$ cat src/rtl/cpu_control_fsm_if.sv
// Control bus between the CPU control FSM and the datapath.
// The master side (the FSM) receives the opcode and condition code from the datapath
// and drives the load, tri-state, memory and ALU-select controls back to it.
interface cpu_control_fsm_if;
    logic [7:0] ir_op;
    logic       cc;
    logic       Lmar, Lir, Lbuff, Lpc, Lsp, Lreg, Lmdr, Lalu;
    logic       Tpc, Tmdr, T1, Tbuff, Tsp, Treg, Tlabel;
    logic       wr, rd;
    logic [2:0] fsel;
    logic       instr_done, halted;

    modport master (
        input  ir_op, cc,
        output Lmar, Lir, Lbuff, Lpc, Lsp, Lreg, Lmdr, Lalu,
        output Tpc, Tmdr, T1, Tbuff, Tsp, Treg, Tlabel,
        output wr, rd, fsel, instr_done, halted
    );

    modport slave (
        output ir_op, cc,
        input  Lmar, Lir, Lbuff, Lpc, Lsp, Lreg, Lmdr, Lalu,
        input  Tpc, Tmdr, T1, Tbuff, Tsp, Treg, Tlabel,
        input  wr, rd, fsel, instr_done, halted
    );
endinterface

$ cat src/rtl/cpu_control_fsm.sv
// Multi-cycle CPU control unit: fetch, then per-opcode execute sequences.
// State advances on posedge; the datapath loads on the following negedge.
module cpu_control_fsm (
    input  logic                clk,
    input  logic                rst,
    cpu_control_fsm_if.master   bus
);

    typedef enum logic [4:0] {
        S_RST, S_F0, S_F1, S_F2, S_F3,
        S_A0, S_A1, S_A2, S_A3,
        S_L0, S_L1, S_L2,
        S_S0, S_S1, S_S2,
        S_J0, S_HALT
    } state_t;

    typedef struct packed {
        logic       lmar, lir, lbuff, lpc, lreg, lmdr, lalu;
        logic       tpc, tmdr, t1, tbuff, treg, tlabel;
        logic       wr, rd;
        logic [2:0] fsel;
        logic       done, halted;
        logic       jc_en;   // J0 of JC: Lpc/Tlabel gated by live cc
    } ctl_t;

    state_t     state_q, state_d;
    logic [3:0] op_q, op_d;
    ctl_t       ctl_q;

    logic unused_ir_low;
    assign unused_ir_low = ^bus.ir_op[3:0];

    // Control word for a given state; opcode selects ALU function and JMP/JC flavour.
    function automatic ctl_t decode(input state_t s, input logic [3:0] op);
        ctl_t c;
        c = '0;
        case (s)
            S_F0:   begin c.tpc = 1'b1; c.lmar = 1'b1; end
            S_F1:   begin c.rd = 1'b1; c.t1 = 1'b1; c.lbuff = 1'b1; end
            S_F2:   begin c.tpc = 1'b1; c.tbuff = 1'b1; c.fsel = 3'b001; c.lpc = 1'b1; end
            S_F3:   begin c.tmdr = 1'b1; c.lir = 1'b1; end
            S_A0, S_L0, S_S0:
                    begin c.tlabel = 1'b1; c.lmar = 1'b1; end
            S_A1, S_L1:
                    c.rd = 1'b1;
            S_A2:   begin c.tmdr = 1'b1; c.lbuff = 1'b1; end
            S_A3:   begin
                        c.treg = 1'b1; c.tbuff = 1'b1; c.fsel = op[2:0];
                        c.lreg = 1'b1; c.lalu = 1'b1; c.done = 1'b1;
                    end
            S_L2:   begin c.tmdr = 1'b1; c.lreg = 1'b1; c.done = 1'b1; end
            S_S1:   begin c.treg = 1'b1; c.lmdr = 1'b1; end
            S_S2:   begin c.wr = 1'b1; c.done = 1'b1; end
            S_J0:   begin
                        c.done = 1'b1;
                        if (op == 4'b1000) begin
                            c.tlabel = 1'b1; c.lpc = 1'b1;
                        end else begin
                            c.jc_en = 1'b1;
                        end
                    end
            S_HALT: c.halted = 1'b1;
            default: c = '0;
        endcase
        return c;
    endfunction

    // Next-state selection; the opcode is captured as F3 is left.
    always_comb begin
        state_d = state_q;
        op_d    = op_q;
        case (state_q)
            S_RST: state_d = S_F0;
            S_F0:  state_d = S_F1;
            S_F1:  state_d = S_F2;
            S_F2:  state_d = S_F3;
            S_F3:  begin
                op_d = bus.ir_op[7:4];
                case (bus.ir_op[7:4])
                    4'b0001, 4'b0010, 4'b0011, 4'b0100, 4'b0101: state_d = S_A0;
                    4'b0110:          state_d = S_L0;
                    4'b0111:          state_d = S_S0;
                    4'b1000, 4'b1001: state_d = S_J0;
                    4'b1111:          state_d = S_HALT;
                    default:          state_d = S_F0;
                endcase
            end
            S_A0:  state_d = S_A1;
            S_A1:  state_d = S_A2;
            S_A2:  state_d = S_A3;
            S_L0:  state_d = S_L1;
            S_L1:  state_d = S_L2;
            S_S0:  state_d = S_S1;
            S_S1:  state_d = S_S2;
            S_HALT: state_d = S_HALT;
            default: state_d = S_F0;
        endcase
    end

    // State, latched opcode and registered control word; reset clears all outputs at once.
    always_ff @(posedge clk or posedge rst) begin
        if (rst) begin
            state_q <= S_RST;
            op_q    <= '0;
            ctl_q   <= '0;
        end else begin
            state_q <= state_d;
            op_q    <= op_d;
            ctl_q   <= decode(state_d, op_d);
        end
    end

    // F3 retires NOP, undefined and HALT opcodes itself; IR is only valid within F3.
    logic f3_retire;
    assign f3_retire = (state_q == S_F3) &&
                       ((bus.ir_op[7:4] == 4'b0000) || (bus.ir_op[7:4] >= 4'b1010));

    assign bus.Lmar       = ctl_q.lmar;
    assign bus.Lir        = ctl_q.lir;
    assign bus.Lbuff      = ctl_q.lbuff;
    assign bus.Lpc        = ctl_q.lpc | (ctl_q.jc_en & bus.cc);
    assign bus.Lsp        = 1'b0;
    assign bus.Lreg       = ctl_q.lreg;
    assign bus.Lmdr       = ctl_q.lmdr;
    assign bus.Lalu       = ctl_q.lalu;
    assign bus.Tpc        = ctl_q.tpc;
    assign bus.Tmdr       = ctl_q.tmdr;
    assign bus.T1         = ctl_q.t1;
    assign bus.Tbuff      = ctl_q.tbuff;
    assign bus.Tsp        = 1'b0;
    assign bus.Treg       = ctl_q.treg;
    assign bus.Tlabel     = ctl_q.tlabel | (ctl_q.jc_en & bus.cc);
    assign bus.wr         = ctl_q.wr;
    assign bus.rd         = ctl_q.rd;
    assign bus.fsel       = ctl_q.fsel;
    assign bus.instr_done = ctl_q.done | f3_retire;
    assign bus.halted     = ctl_q.halted;

endmodule

$ cat src/flat_wrapper.sv
// flat-port wrapper written by rule: the top's interface ports become plain ports
module cpu_control_fsm_flat 
  (clk, rst, bus_ir_op, bus_cc, bus_Lmar, bus_Lir, bus_Lbuff, bus_Lpc, bus_Lsp, bus_Lreg, bus_Lmdr, bus_Lalu, bus_Tpc, bus_Tmdr, bus_T1, bus_Tbuff, bus_Tsp, bus_Treg, bus_Tlabel, bus_wr, bus_rd, bus_fsel, bus_instr_done, bus_halted);
  cpu_control_fsm_if bus_i ();
  input  logic clk;
  input  logic rst;
  input wire logic [$bits(bus_i.ir_op)-1:0] bus_ir_op;
  input wire logic [$bits(bus_i.cc)-1:0] bus_cc;
  output wire logic [$bits(bus_i.Lmar)-1:0] bus_Lmar;
  output wire logic [$bits(bus_i.Lir)-1:0] bus_Lir;
  output wire logic [$bits(bus_i.Lbuff)-1:0] bus_Lbuff;
  output wire logic [$bits(bus_i.Lpc)-1:0] bus_Lpc;
  output wire logic [$bits(bus_i.Lsp)-1:0] bus_Lsp;
  output wire logic [$bits(bus_i.Lreg)-1:0] bus_Lreg;
  output wire logic [$bits(bus_i.Lmdr)-1:0] bus_Lmdr;
  output wire logic [$bits(bus_i.Lalu)-1:0] bus_Lalu;
  output wire logic [$bits(bus_i.Tpc)-1:0] bus_Tpc;
  output wire logic [$bits(bus_i.Tmdr)-1:0] bus_Tmdr;
  output wire logic [$bits(bus_i.T1)-1:0] bus_T1;
  output wire logic [$bits(bus_i.Tbuff)-1:0] bus_Tbuff;
  output wire logic [$bits(bus_i.Tsp)-1:0] bus_Tsp;
  output wire logic [$bits(bus_i.Treg)-1:0] bus_Treg;
  output wire logic [$bits(bus_i.Tlabel)-1:0] bus_Tlabel;
  output wire logic [$bits(bus_i.wr)-1:0] bus_wr;
  output wire logic [$bits(bus_i.rd)-1:0] bus_rd;
  output wire logic [$bits(bus_i.fsel)-1:0] bus_fsel;
  output wire logic [$bits(bus_i.instr_done)-1:0] bus_instr_done;
  output wire logic [$bits(bus_i.halted)-1:0] bus_halted;
  assign bus_i.ir_op = bus_ir_op;
  assign bus_i.cc = bus_cc;
  assign bus_Lmar = bus_i.Lmar;
  assign bus_Lir = bus_i.Lir;
  assign bus_Lbuff = bus_i.Lbuff;
  assign bus_Lpc = bus_i.Lpc;
  assign bus_Lsp = bus_i.Lsp;
  assign bus_Lreg = bus_i.Lreg;
  assign bus_Lmdr = bus_i.Lmdr;
  assign bus_Lalu = bus_i.Lalu;
  assign bus_Tpc = bus_i.Tpc;
  assign bus_Tmdr = bus_i.Tmdr;
  assign bus_T1 = bus_i.T1;
  assign bus_Tbuff = bus_i.Tbuff;
  assign bus_Tsp = bus_i.Tsp;
  assign bus_Treg = bus_i.Treg;
  assign bus_Tlabel = bus_i.Tlabel;
  assign bus_wr = bus_i.wr;
  assign bus_rd = bus_i.rd;
  assign bus_fsel = bus_i.fsel;
  assign bus_instr_done = bus_i.instr_done;
  assign bus_halted = bus_i.halted;
  cpu_control_fsm u_core (.clk(clk), .rst(rst), .bus(bus_i));
endmodule
$ cat config.mk
export PLATFORM = sky130hd
export DESIGN_NAME = cpu_control_fsm_flat
export DESIGN_NICKNAME = d
export VERILOG_FILES = /design/src/rtl/cpu_control_fsm_if.sv /design/src/rtl/cpu_control_fsm.sv /design/src/flat_wrapper.sv
export SDC_FILE = /design/constraint.sdc
export NUM_CORES = 1
export LEC_CHECK = 0
export ABC_AREA = 1
export CAP_MARGIN = 15
export CORE_MARGIN = 4
export CORE_UTILIZATION = 44
export CTS_CLUSTER_DIAMETER = 120
export CTS_CLUSTER_SIZE = 20
export DETAILED_ROUTE_END_ITERATION = 10
export PLACE_DENSITY = 0.82
export SLEW_MARGIN = 20
export SYNTH_ARGS = -nofsm -noshare
export SYNTH_HDL_FRONTEND = slang
export SYNTH_SLANG_ARGS = --single-unit
$ cat constraint.sdc
create_clock -name clk -period 1.5 [get_ports clk]
set_input_delay 0.225 -clock clk [delete_from_list [all_inputs] [get_ports clk]]
set_output_delay 0.225 -clock clk [all_outputs]
set_load 0.02 [all_outputs]
==> results of run 1 <==
flip-flops by register name (all words and copies together), names as in the netlist, 3 cells and up:
| name | flops |
|---|---|
| u_core.op_q | 4 |
| u_core.state_q | 5 |
| u_core.ctl_q | 4 |
| u_core.bus.fsel | 3 |
worst max-delay path: cells and delay by family:
family | cells | cell delay [ns]
buf+inv | 3 | 0.73
simple gates | 1 | 0.14
compound gates | 2 | 0.37
cells in the mapped netlist, drive strengths merged:
cell type  number  share of area
nand2          40           0.12
dfrtp          30           0.51
inv            24          0.062
nor2           23          0.081
nand3          22          0.098
buf             6          0.031
o21ai           6          0.021
nor3            3          0.014
o21bai          3          0.015
a21oi           2         0.0068
clkinv          2         0.0051
nand4           2         0.0086
nor4            2         0.0086
or2             2         0.0086
a21boi          1         0.0051
a31oi           1         0.0043
conb            1         0.0026
power groups by stage:
stage               logic (mW)  clock network [mW]  registers, mW
finish                    3.86               0.642           1.22
global route              4.12               0.694           1.25
CTS                       3.05               0.639           1.22
detailed placement        2.58                   0           1.22
global placement          2.51                   0           1.21
floorplan                 1.33                   0           1.37
area by class of cell:
cell class / instances / area (um2) / area share
multi-input combinational: 109 / 816 / 0.326
sequential: 30 / 752 / 0.300
timing repair buffer: 74 / 696 / 0.278
inverter: 26 / 109 / 0.0435
tap: 44 / 55.1 / 0.0220
clock inverter: 3 / 40.0 / 0.0160
clock buffer: 5 / 37.5 / 0.0150
cell families after synthesis:
| logic type | after synthesis | share of synthesized area |
|---|---|---|
| buffers and inverters | 32 | 0.0975 |
| DFF | 30 | 0.513 |
| and+or+nand+nor | 94 | 0.334 |
| other | 1 | 0.00256 |
| AOI/OAI and AO/OA | 13 | 0.0522 |
what timing repair did:
| item | in CTS | in global routing |
|---|---|---|
| pin swaps | 16 | 25 |
| setup endpoints to repair | 19 | 26 |
| setup buffers | 6 | 6 |
| resized for setup | 57 | 60 |
worst max path at each step:
stage	cells after the start	slack (ns)	endpoint	startpoint
CTS	11	-0.16	u_core.state_q[4]	u_core.state_q[1]
global route	6	-0.25	bus_instr_done	bus_ir_op[6]
floorplan	10	0.09	u_core.ctl_q[8]	u_core.state_q[4]
finish	6	-0.20	bus_instr_done	bus_ir_op[6]
global placement	7	-0.44	bus_instr_done	bus_ir_op[6]
detailed placement	7	-0.51	bus_instr_done	bus_ir_op[7]
layout by cell type (no fill, tap or decap), types with 3 or more instances in the layout:
cell type	count
inv_2	7
dlymetal6s2s_1	9
dfrtp_1	29
buf_4	31
clkdlybuf4s50_1	6
clkinv_2	3
nor2_4	7
o21ai_2	4
nand3_2	9
nand2_4	8
inv_1	15
nand3_1	8
nor2_1	5
o21bai_1	3
nand3_4	5
nor3_2	3
clkbuf_4	5
nor2_2	11
nand2_2	13
buf_6	18
nand2_1	19
dlygate4sd2_1	10
metal layers:
metal	vias to the layer above	GRT usage	wire length, um
li1	690	-	-
met1	718	0.228	1730
met4	0	0.145	272
met3	32	0.0581	314
met2	80	0.355	2440
met5	-	0	0
==> summary.txt, run 1 <==
DR WL/cell = 16.4 um
Max Root-Sink Buffers = 2
# hold bufs at CTS = 0
Num rows = 20
Layout Utilization = 0.801
Initial DRC Count = 112
Power per Cell Area = 2290 mW/mm2
Data required, critical path = 1.27 ns
Core area = 0.00313 mm2
Clk sinks = 30
Fin crit share = 1.13
Placed cell areas = 0.00201 mm2
Total GRT Usage = 0.211
DR pass1 iterations = 4
Highest clock rate = 589 MHz
Maxcap violations = 0
Initial Utilization = 0.468
Remaining antenna violation count = 0
Setup TNS = -1.53 ns
GR Overflow Total = 0
Crit path launch type = primary input
Worst Skew = 0.0118 ns
# diodes = 0
I/O pin total = 33
Largest net degree at the start of global routing = 31
Internal power = 3.15 mW
Layout Nets = 257
Status = complete, but fails checks
#FFs+latches synth = 30
YS warnings = 0
Final hold violation count = 0
CTS tree = built
Final WS setup = -0.198 ns
Syn_area_per_cell = 8.60 um2
Hold WC Path Type = primary input to async pin
Finished Cell Area = 0.00250 mm2
Number of remaining DRC errors = 0
Path depth of the worst reg2reg path = 11
Final setup vio count = 15
IO Port Bufs = 26
Critical path class = primary input to output port
Area Growth Syn to Fin = 71.3%
CP max stage cell = clkdlybuf4s50_1
Root Buffer = clkbuf_4
Switching power = 2.57 mW
Post-synthesis cell area = 0.00146 mm2
Die Area = 0.00431 mm2
Total Power = 5.73 mW
Chip height = 65.7 um
Critical Path AT = 1.47 ns
Switching share of power = 0.450
Worst vdd ir = 1.54 mV
Kind of end point of the critical path = output port
Slew Limit Fails = 0
CP max FO = 3
Static Leak = 1.47 nW
Tmin final = 1.70 ns
Reg2Reg Launch Point = u_core.state_q[3]
Clk slew on worst S/H paths = 0.10 ns
Worst-Skew Late Latency = 0.35 ns
RSZ-0062 raised after global routing = true
Sequential power share = 0.213
Htree depth = 2
Vias in the first global route = 1,452
Post-Syn Instances = 170
Critical-path cell list = clkdlybuf4s50_1 > o21ai_1 > nand2_1 > inv_1 > o21bai_1 > buf_4
Antenna violations before repair = 0
First-pass GRT wire length = 6560 um
Place WS = -0.508 ns
Layout cell share with drive strength beyond 1 = 0.534
R2R setup slack = -0.18 ns
Number of distinct library cells after synthesis = 27
Final HPWL DP = 2670 um
Clk pwr share = 0.112
Dpl cells = 272
Total wire length = 4760 um
Hold_ws = 0.241 ns
Final RePlAce weighted congestion = 0.870
Number of vias per cell = 5.22
Via count = 1,520
Slowest stage delay, CP = 0.44 ns
Die width = 65.7 um
Reg2reg end = u_core.ctl_q[8]
Post-synthesis sequential area ratio = 0.513
Fillcell total = 176
Gate power share = 0.675
Failing checks = setup timing
Post-route insts no fill = 291
Num CTS Buffers = 5
Power figures use the tool's default switching activity.
==> inputs of run 2 (changes only) <==
- CELL_PAD_IN_SITES_DETAIL_PLACEMENT: default -> 1
- CELL_PAD_IN_SITES_GLOBAL_PLACEMENT: default -> 2
- CORE_UTILIZATION: 44 -> 26
==> run 2 against run 1 <==
  * The run still ends with setup timing left
  * Sequential share of layout area down 0.29 points
  * Count of clock-buffer cells in the layout increased by 1
  * Sequential cell count unchanged
  * Global-route usage shrank 7.5 points
  * Fmax up 4.1%
  * Utilization shrank 34 points
  * Largest power group unchanged
  * Setup slack better by 0.067 ns
  * Critical path depth increased by 4
  * Non-clock buffer count increased by 10
==> summary.txt, run 2 (same netlist as run 1, synthesis figures left out) <==
Clk slew on worst S/H paths = 0.07 ns
Area Growth Syn to Fin = 73.5%
Cell mode on critical path = buf_4
Layout cell share with drive strength beyond 1 = 0.506
CTS tree = built
R2R setup slack = -0.13 ns
Largest registers = u_core.state_q: 5 flops, u_core.ctl_q: 4 flops, u_core.op_q: 4 flops
Slowest stage delay, CP = 0.44 ns
GR Overflow Total = 0
Place WS = -0.590 ns
Path depth of the worst reg2reg path = 10
Clk sinks = 30
Crit path launch type = flop
Most common cell after layout, fill and taps aside = buf_4
Final WS setup = -0.131 ns
Critical Path AT = 1.81 ns
Data required, critical path = 1.68 ns
Hold WC Path Type = primary input to async pin
DR pass1 iterations = 4
Root Buffer = clkbuf_8
Slew Limit Fails = 0
IO Port Bufs = 26
Total wire length = 4730 um
Remaining antenna violation count = 0
Number of vias per cell = 4.40
Die width = 83.0 um
Largest register FFs = 5
Fillcell total = 646
Num CTS Buffers = 5
Register Area = 754 um2
Fin crit share = 1.09
Maxcap violations = 0
Crit-path leading delay family = buffers and inverters
Final RePlAce weighted congestion = 0.832
Most frequent cells in the layout = 50 x buf_4, 27 x dfrtp_1, 25 x nand2_1
Largest net degree at the start of global routing = 31
CP max stage cell = dfrtp_2
Finished Cell Area = 0.00254 mm2
Tmin final = 1.63 ns
Area of the multi-input gates = 761 um2
Worst Setup EP = u_core.state_q[0]
CP max FO = 6
Initial Utilization = 0.267
Worst vdd ir = 0.656 mV
Total GRT Usage = 0.136
Critical path class = flop to flop
# diodes = 0
Hold_ws = 0.324 ns
Status = complete, but fails checks
First-pass GRT wire length = 7370 um
Critical Path Source = u_core.state_q[3]
Worst Skew = 0.00486 ns
Placed cell areas = 0.00209 mm2
DR WL/cell = 14.4 um
Final setup vio count = 13
Biggest register = u_core.state_q
Vias in the first global route = 1,542
Reg2Reg Launch Point = u_core.state_q[3]
Critical-path cell list = buf_6 > nor2_4 > buf_4 > nand3_1 > nand2_1 > nor2_2 > nand2_2 > nand2_4 > buf_4 > buf_4
Reg2reg end = u_core.state_q[0]
Static Leak = 1.32 nW
Layout Nets = 267
Via count = 1,449
Htree depth = 2
Initial DRC Count = 25
Worst Path Buf+Inv = 4
Antenna violations before repair = 0
Num rows = 27
Failing checks = setup timing
Post-route insts no fill = 329
RSZ-0062 raised after global routing = true
Highest clock rate = 613 MHz
Number of remaining DRC errors = 0
Worst-Skew Late Latency = 0.28 ns
Die Area = 0.00689 mm2
I/O pin total = 33
Layout Utilization = 0.464
Final HPWL DP = 3220 um
Final hold violation count = 0
Power per Cell Area = 2250 mW/mm2
Chip height = 83.0 um
Max Root-Sink Buffers = 2
Instance count on the critical path = 10
Core area = 0.00547 mm2
Kind of end point of the critical path = flop
Dpl cells = 305
-- run 2: changes by cell type in the layout (fill, tap and decap cells not counted), moves of 4 or more --
cell	change
clkbuf_4	-5
dlymetal6s2s_1	-7
dlygate4sd2_1	-6
nand3_1	+4
buf_4	+19
clkbuf_8	+6
buf_6	-10
nand2_1	+6
nand2_2	-4
clkdlybuf4s50_1	+13
-- run 2: worst min-delay path by stage --
stage | from | end | slack (ns) | cells after the start
5_1_grt | rst | u_core.ctl_q[17] | 0.37 | 3
6_report | rst | u_core.ctl_q[17] | 0.32 | 3
4_1_cts | rst | u_core.bus.rd | 0.33 | 3
3_3_place_gp | u_core.op_q[3] | u_core.op_q[3] | 0.48 | 2
3_5_place_dp | u_core.op_q[3] | u_core.op_q[3] | 0.50 | 2
2_1_floorplan | rst | u_core.bus.Lalu | 0.32 | 1
-- run 2: report_power, final --
| part | internal [mW] | total, mW | switching, mW |
|---|---|---|---|
| Combinational | 1.82 | 3.80 | 1.99 |
| Sequential | 1.10 | 1.23 | 0.135 |
| Clock | 0.368 | 0.676 | 0.308 |
| Total | 3.29 | 5.71 | 2.43 |
-- run 2: layout make-up --
class                   instances  area share
repair buffers                 84       0.290
well taps                      72      0.0355
clock inverters                 2     0.00493
multi-input cells             109       0.300
flip-flops and latches         30       0.297
clock buffers                   6      0.0325
inverters                      26      0.0399
-- run 2: repair_timing --
action                     CTS  global route
buffers inserted             8             8
setup endpoints to repair   12            17
hold buffers                 0             0
gates cloned                 0             0
resized for setup           48            26
pin swaps                   12            10
-- run 2: metrics by stage --
step           setup TNS (ns)  power [mW]
2_1_floorplan               0        2.70
3_3_place_gp            -3.00        3.94
3_5_place_dp            -4.25        4.01
4_1_cts                -0.378        5.26
5_1_grt                 -1.99        6.12
6_report               -0.889        5.71
-- run 2: layer usage --
layer / track usage / wire length (um)
met1: 0.155 / 1940
met2: 0.239 / 2500
met5: 0 / 0
met3: 0.0367 / 166
met4: 0.0565 / 126
-- run 2: tightest hold or removal path: stages --
cell and delay, ns:
clkdlybuf4s50_1 0.40, inv_1 0.05, buf_4 0.35
==> inputs of run 3 (changes only) <==
- ABC_CLOCK_PERIOD_IN_PS: default -> 1500
- SLEW_MARGIN: 20 -> default
==> results of run 3 <==
The final DEF is identical to that of run 2; final timing and power are the same.
